`src/rtl/nes_mem_pkg.sv`:
```
// rtl/nes_mem_pkg.sv - shared types and constants for the NES memory arbiter
package nes_mem_pkg;

  localparam int ADDR_W = 22;
  localparam int DATA_W = 8;

  typedef logic [1:0] state_t;
  localparam state_t IDLE  = 2'd0;
  localparam state_t ISSUE = 2'd1;
  localparam state_t DONE  = 2'd2;

  typedef enum logic {
    PRG = 1'b0,
    CHR = 1'b1
  } client_t;

  // Round-robin choice: on a tie the client that did not win last time goes next.
  function automatic client_t rr_pick(input logic prg_pend, input logic chr_pend,
                                      input client_t last_grant);
    if (prg_pend && chr_pend) begin
      return (last_grant == PRG) ? CHR : PRG;
    end else if (chr_pend) begin
      return CHR;
    end else begin
      return PRG;
    end
  endfunction

endpackage

```
`src/rtl/nes_mem_arbiter_if.sv`:
```
// rtl/nes_mem_arbiter_if.sv - external memory request/ack bus
interface nes_mem_arbiter_if;

  logic                             mem_req;
  logic                             mem_we;
  logic [nes_mem_pkg::ADDR_W-1:0]   mem_addr;
  logic [nes_mem_pkg::DATA_W-1:0]   mem_wdata;
  logic [nes_mem_pkg::DATA_W-1:0]   mem_rdata;
  logic                             mem_ack;

  modport master (
    output mem_req,
    output mem_we,
    output mem_addr,
    output mem_wdata,
    input  mem_rdata,
    input  mem_ack
  );

  modport slave (
    input  mem_req,
    input  mem_we,
    input  mem_addr,
    input  mem_wdata,
    output mem_rdata,
    output mem_ack
  );

endinterface

```
`src/rtl/nes_mem_slot.sv`:
```
// rtl/nes_mem_slot.sv - single-entry pending request slot for one arbiter client
module nes_mem_slot
  import nes_mem_pkg::*;
(
  input  logic              clk,
  input  logic              rst_n,
  input  logic              req,
  input  logic              we,
  input  logic [ADDR_W-1:0] addr,
  input  logic [DATA_W-1:0] wdata,
  input  logic              clear,
  output logic              pending,
  output logic              pend_we,
  output logic [ADDR_W-1:0] pend_addr,
  output logic [DATA_W-1:0] pend_wdata
);

  // The slot stays occupied while in service, so requests are dropped until clear.
  always_ff @(posedge clk or negedge rst_n) begin
    if (!rst_n) begin
      pending    <= 1'b0;
      pend_we    <= 1'b0;
      pend_addr  <= '0;
      pend_wdata <= '0;
    end else if (clear) begin
      pending <= 1'b0;
    end else if (req && !pending) begin
      pending    <= 1'b1;
      pend_we    <= we;
      pend_addr  <= addr;
      pend_wdata <= wdata;
    end
  end

endmodule

```
`src/rtl/nes_mem_arbiter.sv`:
```
// rtl/nes_mem_arbiter.sv - round-robin PRG/CHR arbiter onto one external memory port
module nes_mem_arbiter
  import nes_mem_pkg::*;
#(
  parameter int unsigned TIMEOUT_CYCLES = 16
) (
  input  logic              clk,
  input  logic              rst_n,

  input  logic              prg_req,
  input  logic              prg_we,
  input  logic [ADDR_W-1:0] prg_addr,
  input  logic [DATA_W-1:0] prg_wdata,
  output logic [DATA_W-1:0] prg_rdata,
  output logic              prg_done,

  input  logic              chr_req,
  input  logic              chr_we,
  input  logic [ADDR_W-1:0] chr_addr,
  input  logic [DATA_W-1:0] chr_wdata,
  output logic [DATA_W-1:0] chr_rdata,
  output logic              chr_done,

  nes_mem_arbiter_if.master mem,

  output logic              timeout_err
);

  localparam logic [7:0] TO_LAST = 8'(TIMEOUT_CYCLES - 1);

  state_t            state_q;
  client_t           grant_q;
  client_t           last_grant_q;
  client_t           pick;
  logic [7:0]        cnt_q;
  logic [DATA_W-1:0] prg_rdata_q;
  logic [DATA_W-1:0] chr_rdata_q;
  logic              timeout_err_q;
  logic              mem_req_q;
  logic              mem_we_q;
  logic [ADDR_W-1:0] mem_addr_q;
  logic [DATA_W-1:0] mem_wdata_q;

  logic              prg_pend;
  logic              prg_s_we;
  logic [ADDR_W-1:0] prg_s_addr;
  logic [DATA_W-1:0] prg_s_wdata;
  logic              chr_pend;
  logic              chr_s_we;
  logic [ADDR_W-1:0] chr_s_addr;
  logic [DATA_W-1:0] chr_s_wdata;

  logic              timeout_hit;
  logic              finish;
  logic              prg_clear;
  logic              chr_clear;

  assign timeout_hit = (cnt_q == TO_LAST);
  assign finish      = (state_q == ISSUE) && (mem.mem_ack || timeout_hit);
  assign prg_clear   = finish && (grant_q == PRG);
  assign chr_clear   = finish && (grant_q == CHR);
  assign pick        = rr_pick(prg_pend, chr_pend, last_grant_q);

  nes_mem_slot u_prg_slot (
    .clk        (clk),
    .rst_n      (rst_n),
    .req        (prg_req),
    .we         (prg_we),
    .addr       (prg_addr),
    .wdata      (prg_wdata),
    .clear      (prg_clear),
    .pending    (prg_pend),
    .pend_we    (prg_s_we),
    .pend_addr  (prg_s_addr),
    .pend_wdata (prg_s_wdata)
  );

  nes_mem_slot u_chr_slot (
    .clk        (clk),
    .rst_n      (rst_n),
    .req        (chr_req),
    .we         (chr_we),
    .addr       (chr_addr),
    .wdata      (chr_wdata),
    .clear      (chr_clear),
    .pending    (chr_pend),
    .pend_we    (chr_s_we),
    .pend_addr  (chr_s_addr),
    .pend_wdata (chr_s_wdata)
  );

  always_ff @(posedge clk or negedge rst_n) begin
    if (!rst_n) begin
      state_q       <= IDLE;
      grant_q       <= PRG;
      last_grant_q  <= PRG;
      cnt_q         <= 8'd0;
      prg_rdata_q   <= '0;
      chr_rdata_q   <= '0;
      timeout_err_q <= 1'b0;
      mem_req_q     <= 1'b0;
      mem_we_q      <= 1'b0;
      mem_addr_q    <= '0;
      mem_wdata_q   <= '0;
    end else begin
      case (state_q)
        IDLE: begin
          if (prg_pend || chr_pend) begin
            state_q      <= ISSUE;
            grant_q      <= pick;
            last_grant_q <= pick;
            cnt_q        <= 8'd0;
            mem_req_q    <= 1'b1;
            mem_we_q     <= (pick == CHR) ? chr_s_we    : prg_s_we;
            mem_addr_q   <= (pick == CHR) ? chr_s_addr  : prg_s_addr;
            mem_wdata_q  <= (pick == CHR) ? chr_s_wdata : prg_s_wdata;
          end
        end
        ISSUE: begin
          // Ack wins over a timeout landing on the same edge.
          if (mem.mem_ack) begin
            state_q   <= DONE;
            mem_req_q <= 1'b0;
            if (!mem_we_q) begin
              if (grant_q == CHR) chr_rdata_q <= mem.mem_rdata;
              else                prg_rdata_q <= mem.mem_rdata;
            end
          end else if (timeout_hit) begin
            state_q       <= DONE;
            mem_req_q     <= 1'b0;
            timeout_err_q <= 1'b1;
            if (!mem_we_q) begin
              if (grant_q == CHR) chr_rdata_q <= 8'hFF;
              else                prg_rdata_q <= 8'hFF;
            end
          end else begin
            cnt_q <= cnt_q + 8'd1;
          end
        end
        DONE: begin
          state_q <= IDLE;
        end
        default: begin
          state_q   <= IDLE;
          mem_req_q <= 1'b0;
        end
      endcase
    end
  end

  assign mem.mem_req   = mem_req_q;
  assign mem.mem_we    = mem_we_q;
  assign mem.mem_addr  = mem_addr_q;
  assign mem.mem_wdata = mem_wdata_q;

  assign prg_rdata   = prg_rdata_q;
  assign chr_rdata   = chr_rdata_q;
  assign prg_done    = (state_q == DONE) && (grant_q == PRG);
  assign chr_done    = (state_q == DONE) && (grant_q == CHR);
  assign timeout_err = timeout_err_q;

endmodule
```
`src/flat_wrapper.sv`:
```
// flat-port wrapper written by rule: the top's interface ports become plain ports
module nes_mem_arbiter_flat import nes_mem_pkg::*;
#(
  parameter int unsigned TIMEOUT_CYCLES = 16
)
  (clk, rst_n, prg_req, prg_we, prg_addr, prg_wdata, prg_rdata, prg_done, chr_req, chr_we, chr_addr, chr_wdata, chr_rdata, chr_done, timeout_err, mem_mem_req, mem_mem_we, mem_mem_addr, mem_mem_wdata, mem_mem_rdata, mem_mem_ack);
  nes_mem_arbiter_if mem_i ();
  input  logic clk;
  input  logic rst_n;
  input  logic prg_req;
  input  logic prg_we;
  input  logic [ADDR_W-1:0] prg_addr;
  input  logic [DATA_W-1:0] prg_wdata;
  output logic [DATA_W-1:0] prg_rdata;
  output logic prg_done;
  input  logic chr_req;
  input  logic chr_we;
  input  logic [ADDR_W-1:0] chr_addr;
  input  logic [DATA_W-1:0] chr_wdata;
  output logic [DATA_W-1:0] chr_rdata;
  output logic chr_done;
  output logic timeout_err;
  output wire logic [$bits(mem_i.mem_req)-1:0] mem_mem_req;
  output wire logic [$bits(mem_i.mem_we)-1:0] mem_mem_we;
  output wire logic [$bits(mem_i.mem_addr)-1:0] mem_mem_addr;
  output wire logic [$bits(mem_i.mem_wdata)-1:0] mem_mem_wdata;
  input wire logic [$bits(mem_i.mem_rdata)-1:0] mem_mem_rdata;
  input wire logic [$bits(mem_i.mem_ack)-1:0] mem_mem_ack;
  assign mem_mem_req = mem_i.mem_req;
  assign mem_mem_we = mem_i.mem_we;
  assign mem_mem_addr = mem_i.mem_addr;
  assign mem_mem_wdata = mem_i.mem_wdata;
  assign mem_i.mem_rdata = mem_mem_rdata;
  assign mem_i.mem_ack = mem_mem_ack;
  nes_mem_arbiter #(.TIMEOUT_CYCLES(TIMEOUT_CYCLES)) u_core (.clk(clk), .rst_n(rst_n), .prg_req(prg_req), .prg_we(prg_we), .prg_addr(prg_addr), .prg_wdata(prg_wdata), .prg_rdata(prg_rdata), .prg_done(prg_done), .chr_req(chr_req), .chr_we(chr_we), .chr_addr(chr_addr), .chr_wdata(chr_wdata), .chr_rdata(chr_rdata), .chr_done(chr_done), .mem(mem_i), .timeout_err(timeout_err));
endmodule
```
`config.mk`:
```
export PLATFORM = sky130hd
export DESIGN_NAME = nes_mem_arbiter_flat
export DESIGN_NICKNAME = d
export VERILOG_FILES = /design/src/rtl/nes_mem_pkg.sv /design/src/rtl/nes_mem_arbiter_if.sv /design/src/rtl/nes_mem_slot.sv /design/src/rtl/nes_mem_arbiter.sv /design/src/flat_wrapper.sv
export SDC_FILE = /design/constraint.sdc
export NUM_CORES = 1
export LEC_CHECK = 0
export ABC_AREA = 1
export BUFFER_PORTS_ARGS = -buffer_cell sky130_fd_sc_hd__buf_2
export CORE_ASPECT_RATIO = 0.8
export CORE_UTILIZATION = 35
export CTS_CLUSTER_DIAMETER = 30
export DETAILED_ROUTE_END_ITERATION = 6
export PLACE_DENSITY = 0.6
export SYNTH_ARGS = -nofsm -noshare
export SYNTH_HDL_FRONTEND = slang
export SYNTH_SLANG_ARGS = --single-unit
```
`constraint.sdc`:
```
create_clock -name clk -period 1.4 [get_ports clk]
set_input_delay 0.14 -clock clk [delete_from_list [all_inputs] [get_ports clk]]
set_output_delay 0.14 -clock clk [all_outputs]
set_load 0.005 [all_outputs]
```
After elaboration in Yosys (flattened, before gate mapping)
Cells that the tools add are included.
{"block": "totals", "word_cells": 92, "register_bits": 124, "output_inout_bits": 51, "in_bits": 75}
{"block": "classes", "n_eq_ne": 7, "bitwise_logic": 6, "n_addsub": 1, "n_mux": 34, "n_reduce_logical": 26}
{"op": "2-to-1 mux 8 bit", "n": 16}
{"op": "2-to-1 mux 22 bit", "n": 1}
{"op": "one-hot mux 8 bit (2 select lines)", "n": 1}
{"op": "AND reduction 4 bit", "n": 3}
{"op": "2-to-1 mux 1 bit", "n": 11}
{"op": "adder 8 x 1 -> 8 bit, second input constant", "n": 1}
{"op": "== test 8 x 4 -> 1 bit, second input constant", "n": 1}
{"op": "logical AND 1 bit", "n": 8}
{"op": "AND reduction 2 bit", "n": 4}
{"op": "nonzero test 2 bit", "n": 4}
{"op": "2-to-1 mux 2 bit", "n": 3}
{"op": "NOT 1 bit", "n": 6}
{"op": "AND reduction 3 bit", "n": 2}
{"op": "inequality test 2 bit, second input constant", "n": 2}
{"op": "one-hot mux 2 bit (2 select lines)", "n": 1}
{"op": "inequality test 3 x 2 -> 1 bit, second input constant", "n": 1}
{"op": "one-hot mux 1 bit (3 select lines)", "n": 1}
{"op": "== test 2 x 1 -> 1 bit, second input constant", "n": 1}
{"op": "== test 2 bit, second input constant", "n": 1}
{"op": "logical NOT 1 bit", "n": 2}
{"op": "logical NOT 2 bit", "n": 1}
{"op": "logical OR 1 bit", "n": 2}
{"op": "inequality test 2 x 1 -> 1 bit, second input constant", "n": 1}

Depth between registers and ports, before layout
Gate-level depths: netlist of the first run.
{"block": "depth", "ltp_word": 6, "mapped_depth": 8, "mapped_depth_nobuf": 8}

By module
Synthesis of the first run repeated with hierarchy kept, for this count alone.
{"block": "hier_totals", "hier_cells": 629, "hier_area_um2": 5529.1}
{"module": "nes_mem_arbiter", "cells_each": 351, "seq_area_each_um2": 1501.4, "area_each_um2": 2949.1, "instances": 1}
{"module": "nes_mem_slot", "cells_each": 139, "seq_area_each_um2": 800.8, "area_each_um2": 1290.0, "instances": 2}

Worst setup path after synthesis of the first run
OpenSTA, ideal clock, no wires.
{"block": "synth_path", "kind": "flip-flop to flip-flop", "startpoint": "reg u_core.cnt_q[1]", "endpoint": "reg u_core.chr_rdata_q[5], in the netlist u_core.chr_rdata[5]", "path_stages_with_launch": 8, "period_less_slack_ns": 1.452, "setup_ns": 0.123, "t_arrival_ns": 1.329, "path_buffers": 1, "t_required_ns": 1.277, "path_slack_ns": -0.052, "path_cell_list": "dfrtp_1 -> ha_1 -> nand3_2 -> o21bai_4 -> nand3_2 -> buf_6 -> nand2_1 -> o21ai_1"}
{"block": "synth_between", "elab_chain_cells": 3}
{"item": "from (decl)", "line": "nes_mem_arbiter.sv:35", "rtl": "logic [7:0] cnt_q;"}
{"item": "from (signal assigned)", "line": "nes_mem_arbiter.sv:137", "rtl": "cnt_q <= cnt_q + 8'd1;"}
{"item": "== test 8 x 4 -> 1 bit", "line": "nes_mem_arbiter.sv:58", "rtl": "assign timeout_hit = (cnt_q == TO_LAST);"}
{"item": "nonzero test 2 bit (no source line)"}
{"item": "AND reduction 4 bit (no source line)"}
{"item": "to (signal assigned)", "line": "nes_mem_arbiter.sv:125", "rtl": "if (grant_q == CHR) chr_rdata_q <= mem.mem_rdata;"}
{"item": "to (decl)", "line": "nes_mem_arbiter.sv:37", "rtl": "logic [DATA_W-1:0] chr_rdata_q;"}
Every way passes these cells.
A chain may end at the register's enable or synchronous reset.

Worst setup path in the final report of the first run
{"block": "layout_path", "startpoint": "reg u_core.cnt_q[1]", "endpoint": "reg u_core.u_prg_slot.pend_addr[20]"}
{"block": "layout_between", "elab_chain_cells": 6}
{"item": "== test 8 x 4 -> 1 bit", "line": "nes_mem_arbiter.sv:58"}
{"item": "logical OR 1 bit", "line": "nes_mem_arbiter.sv:59", "rtl": "assign finish = (state_q == ISSUE) && (mem.mem_ack || timeout_hit);"}
{"item": "logical AND 1 bit", "line": "nes_mem_arbiter.sv:59"}
{"item": "logical AND 1 bit", "line": "nes_mem_arbiter.sv:60", "rtl": "assign prg_clear = finish && (grant_q == PRG);"}
{"item": "NOT 1 bit (no source line)"}
{"item": "AND reduction 2 bit (no source line)"}
{"item": "to (signal assigned)", "line": "nes_mem_slot.sv:30", "rtl": "pend_addr <= addr;"}
{"item": "to (decl)", "line": "nes_mem_slot.sv:14", "rtl": "output logic [ADDR_W-1:0] pend_addr,"}
Every way passes these cells.

==> impl_summary.md, run 1 <==
Clocking
The deepest level of the CTS H-tree is 4. At the later pin of the worst-skew pair, clock insertion delay measures 410 ps. The clock sink total is 124. The buffer levels on the longest clock path is 2. Clock tree synthesis selected as its root buffer the cell clkbuf_16.

TritonCTS built the clock tree. Clock-pin slew was measured on the worst setup and hold paths at 50 ps. Buffers inserted during clock tree synthesis total 17.

Route
Once detail routing completed, the nets flagged for antenna violations numbered 0. In this run, the number of DRC markers left after iteration 0 of detailed routing was between 300 and 400. The routed via count is roughly 5,000. In the routed layout, each cell is associated on average with a via count of 4.83. In the final routed layout, each cell accounts on average for 15.5 um. The post-detailed-route DRC marker count is 0. The first detailed-routing pass ran for 7 iterations. For this block, the routed nets add up to ~16,000 um of wire.

Critical path
The cell seen most often among critical-path stages is nand3_4. The cell with the largest stage delay on the worst path is dfrtp_1. The setup path with the least slack is of type register to register.

The critical path data arrival time is 1870 ps. The cell count of the worst reg-to-reg path is 8. For the worst setup path, the data required time is roughly 1800 ps. Traced cell by cell, the critical path runs through ha_4, nand3_4, o21bai_4, nand3_4, nand2_8, clkbuf_16, nand2_2, nand2_1.

The kind of end point of the critical path is a register. In this run the worst path has a maximum fanout of 5. The largest single stage delay on the critical path is 400 ps. The kind of launch point of the worst setup path is a register.

Finish
The post-layout instance area is 8060 um^2. The number of fill cells is roughly 1,300. The number of antenna diodes is 0. The relative area change from synthesis to final layout is 51.9%. Excluding fillers, the count of instances in the completed layout stands at 1,037.

The final layout contains slightly above 900 nets. The fraction of final layout cells with drive strength greater than 1 is 0.326. The post-layout utilization of the core is 0.554.

Timing
The number of failing hold endpoints at the final stage was 0. The highest attainable clock frequency is 0.657 GHz. In the post-route analysis, the smallest setup slack over all paths is -123 ps.

The max-slew violation count is 0. Headroom to the max-slew limit came out at 0.703. The final setup violation count is 79. The final critical path time including I/O delays and setup is 1520 ps. The measured slew at the worst slew-check pin is 446 ps. Setup repair after global routing could not meet its margin everywhere. On the final layout, the worst clock skew is between 9 and 10 ps. The final worst-path cycle share is 1.09.

Logic synthesis
The synthesized net count is between 600 and 700. The share of the Yosys chip area taken by registers is 0.585. After synthesis, the share of flip-flops with an asynchronous set or reset is 1.00.

After synthesis the cells add up to between 5000 and 6000 um^2. The number of storage elements in the synthesis netlist is 124. The count of distinct cell types in the synthesized netlist is 23. The most common flop cell mapped by yosys is dfrtp_1. In the synthesized netlist, the number of instances is between 600 and 700. The Yosys step of the flow raised 0 warnings.

The post-synthesis area per instance is 8.71 um^2. Counting flops with a built-in enable in the synthesized netlist gives 0.

Floorplan
The initial cell density of the core is 0.365. The die covers 15,700 um^2. The floorplan step set the die width to 140 um. The number of placement rows is 39. The region available for standard cell placement spans 14,500 um^2. 126 I/O pins were placed. The vertical extent of the die is 112 um.

Hold path
Along the worst hold path, the cell count comes to 3. The min-delay analysis places its worst path in the category input port to register.

Power and ir drop
The power consumption is 0.0170 W. The worst-case vdd ir drop is between 1 and 1.5 mV. The areal power density over the cells is 2110 nW/um^2. The static leakage is 4.06 nW.

Status
The final reports fail on setup timing. The run finished, with violations left.

GRT
The number of antenna violations at the first check in global routing is 0. The global-route congestion overflow total is 0. The number of global-route vias before repair was 5,110. The global routing usage summed across all routing layers is 0.214. The global-route wire length before repair is ~26,000 um. Entering global routing, the biggest net connects 44 pins.

Job
The max-cap check violation count is 0.

Placement
The number of I/O port buffers is 125. Summed over all nets, the half-perimeter wirelength after detailed placement is 10,300 um. The total cell area at the placement stage is 6450 um^2. OpenSTA, run right after detailed placement, puts the worst setup slack at -115 ps. The final RePlAce weighted congestion is 0.837. After detailed placement, the design holds a cell count of 931.
## area by class of cell
| class | instances | area (um^2) | share of cell area |
|---|---|---|---|
| multi-input cells | 432 | 2180 | 0.271 |
| clock inverters | 11 | 92.6 | 0.0115 |
| flip-flops and latches | 124 | 3110 | 0.385 |
| repair buffers | 245 | 1890 | 0.235 |
| inverters | 20 | 75.1 | 0.00931 |
| well taps | 184 | 230 | 0.0286 |
| clock buffers | 21 | 480 | 0.0596 |
## metal layers
layer	vias to the layer above	global-route usage	wire, um
li1	2447	-	-
met3	18	0.0499	894
met2	148	0.342	7630
met1	2397	0.280	7280
met5	-	0	0
met4	0	0.0908	288
## layout by cell type, fill, tap and decap left out, types with 4 or more instances in the layout
cell type	n
nand2_1	170
buf_2	124
dfrtp_1	121
dlygate4sd3_1	69
nand3_1	63
o21ai_0	61
nor2_1	49
buf_4	32
nand2_2	26
clkbuf_16	19
o21ai_1	18
inv_1	15
buf_12	10
nand2_4	8
buf_6	8
o21ai_2	6
nand3_2	6
nor2_2	5
nand3_4	5
clkinvlp_4	5
clkinv_2	5
inv_2	4
clkbuf_8	4
## synth_stat cells (2+ instances only)
cell,count,area share
clkbuf_1,18,0.013
nor2_1,56,0.040
nand3_4,2,0.0066
o21ai_1,19,0.018
buf_6,8,0.017
nand2_4,2,0.0042
o21ai_0,66,0.062
xnor2_1,2,0.0033
dfrtp_1,124,0.58
inv_1,19,0.013
nand4_1,2,0.0024
nand3_2,3,0.0057
a21oi_1,2,0.0019
nand3_1,69,0.065
nand2_1,203,0.14
buf_2,7,0.0066
## per-stage QoR
| stage | hold slack (ps) | setup TNS (ps) |
|---|---|---|
| global route | 33.7 | -13120 |
| floorplan | -156 | -957 |
| CTS | 3.31 | -5740 |
| global placement | 114 | -695 |
| detailed placement | 119 | -5020 |
| finish | 7.61 | -5890 |
## logic make-up (layout without fill, tap and decap cells)
group,after synthesis,in the layout,synth area share
adder cells (fa/ha/maj),1,1,0.00236
AND/OR/NAND/NOR,338,338,0.269
flip-flops,124,124,0.585
AO/OA/AOI/OAI,90,90,0.0882
XOR/XNOR,3,3,0.00495
buffers and inverters,53,297,0.0505
## worst paths after layout
kind,from,slack [ps],to
worst max-delay path,u_core.cnt_q[1]$_DFFE_PN0P_,-120,u_core.u_prg_slot.pend_addr[20]$_DFFE_PN0P_
worst min-delay path,chr_addr[11],8,u_core.u_chr_slot.pend_addr[11]$_DFFE_PN0P_
worst max register to register,u_core.cnt_q[1]$_DFFE_PN0P_,-120,u_core.u_prg_slot.pend_addr[20]$_DFFE_PN0P_
worst min register to register,u_core.u_prg_slot.pend_addr[1]$_DFFE_PN0P_,470,u_core.u_prg_slot.pend_addr[1]$_DFFE_PN0P_
max in group asynchronous,rst_n,590,u_core.state_q[1]$_DFFE_PN0P_
min in group asynchronous,rst_n,230,u_core.cnt_q[2]$_DFFE_PN0P_
## worst max-delay path: cells and delay by family, from the launching register on
kind | cells | cell delay (ps)
and+or+nand+nor | 5 | 510
DFF | 1 | 400
AOI/OAI and AO/OA | 1 | 220
buffers and inverters | 1 | 170
adders and majority gates | 1 | 160
## where the power goes
part / internal, W / switching (W)
combinational: 0.00285 / 0.00369
clock: 0.00261 / 0.00156
sequential: 0.00524 / 0.00110
total: 0.0107 / 0.00635
## what timing repair did
action,4_1_cts,5_1_grt
hold buffers,69,0
hold endpoints to repair,96,0
setup buffers,1,2
setup endpoints to repair,82,118
resized for setup,18,65
gates cloned,0,3
pin swaps,3,7
No activity file was read; power rests on OpenSTA's default activity.
==> run 2, diff against run 1 <==
--- a/config.mk
+++ b/config.mk
@@ -12,6 +12,7 @@
 export CTS_CLUSTER_DIAMETER = 30
 export DETAILED_ROUTE_END_ITERATION = 6
 export PLACE_DENSITY = 0.6
+export SETUP_SLACK_MARGIN = 0.05
 export SYNTH_ARGS = -nofsm -noshare
 export SYNTH_HDL_FRONTEND = slang
 export SYNTH_SLANG_ARGS = --single-unit
==> impl_summary.md, run 2 (synthesis results as in run 1) <==
Finish
The number of antenna diodes is 0. The library cell used most frequently in the layout, excluding fill and tap cells, is nand2_1. The finished layout holds 1,042 standard cells, fillers aside.

The fraction of final layout cells with drive strength greater than 1 is 0.334. The post-layout utilization of the core is 0.568. In the final design database the tool counted between 900 and 1,000 nets.

Leaving out fill and tap cells, the most frequent cells in the layout are 164 x nand2_1, 124 x buf_2, 121 x dfrtp_1. The relative area change from synthesis to final layout is 55.6%.

GRT
Entering global routing, the biggest net connects between 60 and 70 pins. The number of global-route vias before repair was 5,258. The number of antenna violations at the first check in global routing came to 0. The global routing usage summed across all routing layers is 0.221. The global-route wire length before repair is 26,800 um. The global-route congestion overflow total is 0.

Timing
Timing would allow up to ~0.64 GHz. Setup violations remaining at the end of the flow were counted as 89. The worst hold slack is 11.4 ps. The final worst setup slack is -171 ps. The max-slew violation count came to 0. The worst slew margin relative to its limit is 0.751. The final critical path time including I/O delays and setup is 1570 ps. Dividing the final minimum period by the clock period gives 1.12. Setup repair after global routing could not meet its margin everywhere.

The worst-case clock skew is approximately 8.5 ps. The number of failing hold endpoints at the final stage came to 0. The measured slew at the worst slew-check pin is about 370 ps.

Route
The violation count after the first detailed-route iteration is 317. Dividing the detail-routed wire length by the instance count gives about 16 um. The post-detailed-route DRC marker count is 0. The total wire length after detailed routing is 16,900 um. Dividing the detail-routed via count by the number of cells gives ~4.9.

The detailed-routing iteration count for the pre-antenna-repair pass is 4. The detailed router placed 5,151 vias in this run. Once detail routing completed, the nets flagged for antenna violations numbered 0.

Critical path
The critical register-to-register path startpoint is u_core.cnt_q[0]$_DFFE_PN0P_. The cell with the largest stage delay on the worst path is dfrtp_1. Of all nets on the critical path, the largest fanout is 6. The reg-to-reg endpoint is u_core.u_prg_slot.pend_addr[12]$_DFFE_PN0P_. The critical path's largest stage delay is about 380 ps.

In this design, the critical path's most frequently occurring cell is nand3_4. The critical path goes through ha_4, nand3_4, o21bai_4, buf_12, nand3_4, nand2_8, clkbuf_16, nand2_4, nand2_2. The kind of launch point of the worst setup path is a register. STA classifies the critical path endpoint as a register. The data required time at the worst endpoint is ~1800 ps. The cell count of the worst reg-to-reg path is 9. The setup path with the least slack is of type register to register. The worst reg-to-reg setup slack is -170 ps. For the worst setup path, the data arrival time is 1920 ps.

Floorplan
The area of the core region is 14,500 um^2. For this configuration, the core starts out at a cell density of 0.365. The vertical extent of the die is 112 um. Pin placement for this block handled 126 I/O pins. The floorplan has 39 rows.

In this run the horizontal extent of the chip is 140 um. The die outline area is roughly 16,000 um^2.

Hold path
The path with the worst hold slack has its endpoint at u_core.prg_rdata[1]$_DFFE_PN0P_. In this run the most critical hold path is launched from mem_mem_rdata[1]. The count of cells along the worst hold path is 3. The path class of the tightest hold or removal check is input port to register.

Placement
The congestion estimate from routability-driven global placement came to 0.860. Including well taps, the total number of placed cells is just over 900. In this run the tool buffered the top-level ports with 125 buffer cells.

The HPWL after detailed placement is a little over 10,000 um. The setup slack after placement is -149 ps.

Power and ir drop
In this run the static leakage power is 4.14 nW. IR analysis of the VDD net gives a maximum drop of between 1.5 and 2 mV. Power spread over the standard cell area amounts to 2240 nW/um^2.

The power consumption is between 0.015 and 0.02 W.

Clocking
The H-tree generated during clock tree synthesis spans 4 levels. Buffers inserted during clock tree synthesis total 17. The clock passes through at most 2 buffers. The clock-pin slew on the worst setup and hold paths is 50 ps.

CTS saw 124 sinks. The root buffer cell is clkbuf_16. TritonCTS built the clock tree.

At the later pin of the worst-skew pair, clock insertion delay measures between 400 and 500 ps.

Job
Max-cap violations in this run came to 0.

Status
The flow ran to the end, but the final reports show violations. The checks that failed: setup timing.
==> run 2: area by class of cell <==
cell class	count	area [um^2]
repair buffers	250	2000
clock buffers	20	437
clock inverters	11	194
well taps	184	230
fillers	1271	6280
inverters	20	87.6
multi-input cells	433	2200
flip-flops and latches	124	3110
==> run 2: worst max-delay path: cells and delay by family, from the launching register on <==
kind            cells  cell delay [ps]
flops               1              380
compound gates      1              180
simple gates        5              450
buf+inv             2              310
fa+ha+maj           1              170
==> run 2: power by group <==
part	leakage [nW]	switching (W)	internal, W
Combinational	2.29	0.00406	0.00333
Sequential	1.54	0.00114	0.00524
Clock	0.304	0.00157	0.00315
Total	4.14	0.00677	0.0117
==> run 2: how the worst max path moves through the flow <==
| stage | cells after the start | from | endpoint |
|---|---|---|---|
| final | 9 | u_core.cnt_q[0]$_DFFE_PN0P_ | u_core.u_prg_slot.pend_addr[12]$_DFFE_PN0P_ |
| after global routing | 9 | u_core.cnt_q[0]$_DFFE_PN0P_ | u_core.u_prg_slot.pend_addr[12]$_DFFE_PN0P_ |
| after CTS | 9 | u_core.cnt_q[4]$_DFFE_PN0P_ | u_core.u_chr_slot.pend_addr[11]$_DFFE_PN0P_ |
| after detailed placement | 8 | u_core.cnt_q[1]$_DFFE_PN0P_ | u_core.cnt_q[3]$_DFFE_PN0P_ |
| after global placement | 8 | u_core.cnt_q[0]$_DFFE_PN0P_ | u_core.cnt_q[3]$_DFFE_PN0P_ |
| after floorplan | 7 | u_core.cnt_q[5]$_DFFE_PN0P_ | u_core.prg_rdata[5]$_DFFE_PN0P_ |
==> run 2: metrics by stage <==
| stage | TNS (ps) | instance area [um^2] |
|---|---|---|
| floorplan | -431 | 5370 |
| global placement | -3020 | 6460 |
| detailed placement | -6290 | 6460 |
| CTS | -6360 | 7930 |
| global route | -17570 | 8260 |
| finish | -9630 | 8260 |
==> run 2: timing repair <==
item                                    CTS  global route
hold endpoints to repair                131             1
hold buffers                             64             1
pin swaps                                 6            18
endpoints found under the setup margin  122           126
buffers inserted                          7             2
gates resized for setup                  43            91
gates cloned                              2             6
==> run 2: per-layer routing <==
metal | global-route usage | part of all wire
met2 | 0.349 | 0.46
met4 | 0.0791 | 0.020
met3 | 0.0542 | 0.051
met1 | 0.297 | 0.47
met5 | 0 | 0
==> run 3, diff against run 2 <==
--- a/config.mk
+++ b/config.mk
@@ -11,7 +11,7 @@
 export CORE_UTILIZATION = 35
 export CTS_CLUSTER_DIAMETER = 30
 export DETAILED_ROUTE_END_ITERATION = 6
-export PLACE_DENSITY = 0.6
+export PLACE_DENSITY_LB_ADDON = 0.3
 export SETUP_SLACK_MARGIN = 0.05
 export SYNTH_ARGS = -nofsm -noshare
 export SYNTH_HDL_FRONTEND = slang
==> impl_summary.md, run 3 (synthesis results as in run 1) <==
Power and ir drop
In this run the power spent charging and discharging nets is 0.00713 W. The static leakage is 4.18 nW. Power spread over the standard cell area amounts to 2240 nW/um^2. The internal power contribution is about 0.012 W. The switching part of the total power is 0.379. Of the total power, combinational logic draws 0.415.

The worst-case vdd ir drop is 1.16 mV. The share of total power dissipated in sequential elements is 0.340. The clock share of power is 0.245.

Critical path
The data required time at the worst endpoint is 1700 ps. Data arrives at the worst endpoint at ~1900 ps. The worst setup path is captured at a register. The largest fanout on the critical path is 21.

The worst setup path is launched from a register. The critical path class is register to register.

Timing
The number of failing hold endpoints at the final stage is 0. For the pin with the worst max-slew slack, the measured transition is around 420 ps. Setup repair after global routing could not meet its margin everywhere.

Headroom to the max-slew limit came out at 0.717. The final worst setup slack is -162 ps. Summed over all failing endpoints, the final setup total negative slack is -10,070 ps. The final setup violation count is 90. For the finished layout, the period the worst path requires is 1560 ps. The worst hold slack is 25.0 ps. In the finished design, the share of the clock period the worst path needs comes to 1.12.

The max-slew violation count is 0. For this run, the top clock speed supported by timing is 0.640 GHz. The worst-case clock skew is ~9.7 ps.

GRT
The global-route congestion overflow total is 0. The number of global-route vias before repair is 5,087. Entering global routing, the biggest net connects 42 pins.

The global routing usage summed across all routing layers is 0.221. The first global-routing pass estimated about 27,000 um of wire. The number of antenna violations at the first check in global routing is 1.

Clocking
The deepest level of the CTS H-tree is 4. The TritonCTS clock tree is yes. The clock sink total is 124. The clock-pin slew on the worst setup and hold paths is roughly 60 ps. The cell sitting at the root of the clock tree is a clkbuf_16. The clock passes through at most 2 buffers. Clock latency on the worst-skew pair, taken at its later pin, is 410 ps. TritonCTS created 17 clock buffers.

Floorplan
The initial utilization of the core area, before any placement, comes to 0.365. The vertical extent of the die is 112 um. The total I/O pin count is 126. The number of placement rows is 39. The floorplan step set the die width to around 140 um. The area of the core region is 14,500 um^2.

The die outline area is approximately 16,000 um^2.

Placement
The HPWL reported at the end of detailed placement is approximately 10,000 um. Summing all placed instances gives a cell area of 6480 um^2. At the placement stage, the worst setup path has a slack of -132 ps. The number of I/O port buffers is 125. Routability-driven placement finished with a final weighted congestion of 0.861.

Route
The first TritonRoute pass finished after 5 iterations. Dividing the detail-routed via count by the number of cells gives between 4 and 5. The detailed router finished its first iteration with ~350 violations. The remaining antenna violation count after routing is 0. After detailed routing, the average wire length per cell comes to 16.2 um. The post-detailed-route DRC marker count is 0. The total wire length after detailed routing is 16,900 um. The routed via count is approximately 5,200.

Hold path
The worst hold path belongs to the class input port to register.

Finish
From synthesis to final layout, the design area changed by 58.5%. In the final layout, the share of cells above drive strength 1 is 0.358. The net count of the finished layout is approximately 920.

The post-layout instance area is 8410 um^2. The filler cells instantiated in the layout total 1,253. The top cell types in the final layout, fill and taps aside, are 183 x nand2_1, 124 x buf_2, 121 x dfrtp_1. Leaving out fill and tap cells, the most frequent cell in the layout is nand2_1.

Status
The run finished, with violations left. The checks that failed: setup timing.

Job
The max-cap check violation count is 0.
-- run 3: cell count changes in the layout (fill, tap and decap cells not counted), sizes merged --
cell         change
clkinvlp         +4
clkbuf           -3
diode            +1
buf              -2
bufinv           -1
clkinv           +1
dlygate4sd3      +4
-- run 3: cell type report --
type / count / area (um^2) / share of cell area
Sequential cell: 124 / 3110 / 0.369
Multi-Input combinational cell: 433 / 2310 / 0.275
Timing Repair Buffer: 252 / 2050 / 0.244
Clock buffer: 17 / 425 / 0.0506
Tap cell: 184 / 230 / 0.0274
Clock inverter: 15 / 199 / 0.0237
Inverter: 20 / 80.1 / 0.00952
Antenna cell: 1 / 2.50 / 0.000298
-- run 3: layer usage --
metal  global-route usage  wire (um)  up-vias
met5                    0          0        -
met4               0.0821        352        0
met3               0.0482       1060       27
met2                0.361       7970      211
met1                0.290       7520     2492
li1                     -          -     2469
-- run 3: final timing paths --
check / from / to / slack (ps) / cells past startpoint
worst max register to register: u_core.cnt_q[0]$_DFFE_PN0P_ / u_core.u_prg_slot.pend_addr[14]$_DFFE_PN0P_ / -160 / 8
worst min register to register: u_core.u_chr_slot.pend_wdata[0]$_DFFE_PN0P_ / u_core.u_chr_slot.pend_wdata[0]$_DFFE_PN0P_ / 470 / 2
worst min-delay path: prg_addr[16] / u_core.u_prg_slot.pend_addr[16]$_DFFE_PN0P_ / 30 / 3
max in group asynchronous: rst_n / u_core.grant_q$_DFFE_PN0P_ / 620 / 3
worst max-delay path: u_core.cnt_q[0]$_DFFE_PN0P_ / u_core.u_prg_slot.pend_addr[14]$_DFFE_PN0P_ / -160 / 8
min in group asynchronous: rst_n / u_core.cnt_q[6]$_DFFE_PN0P_ / 200 / 2
-- run 3: metrics by stage --
stage	power (W)	cells	util
3_3_place_gp	0.0119	929	0.445
4_1_cts	0.0174	1037	0.552
6_report	0.0188	1046	0.578
2_1_floorplan	0.00949	609	-
5_1_grt	0.0201	1046	0.578
3_5_place_dp	0.0122	929	0.445
-- run 3: power by group through the flow --
stage | registers, W | logic [W] | clock network [W]
5_1_grt | 0.00657 | 0.00863 | 0.00487
3_3_place_gp | 0.00620 | 0.00575 | 0
2_1_floorplan | 0.00608 | 0.00341 | 0
3_5_place_dp | 0.00625 | 0.00595 | 0
4_1_cts | 0.00622 | 0.00654 | 0.00468
6_report | 0.00640 | 0.00781 | 0.00462
-- run 3: timing repair --
action                                  in CTS  in global routing
setup buffers                                6                  3
cloned                                       2                  4
hold buffers                                68                  1
gates resized for setup                     45                128
pin swaps                                    4                 30
endpoints found under the setup margin     104                123
hold endpoints to repair                   128                  1
-- run 3: critical path, stage by stage, from the launching register on --
cell	delay, ps
dfrtp_1	400
ha_4	170
nand3_4	90
o21bai_4	160
buf_12	130
nand3_4	110
buf_12	200
nand3_1	90
nand2_1	70
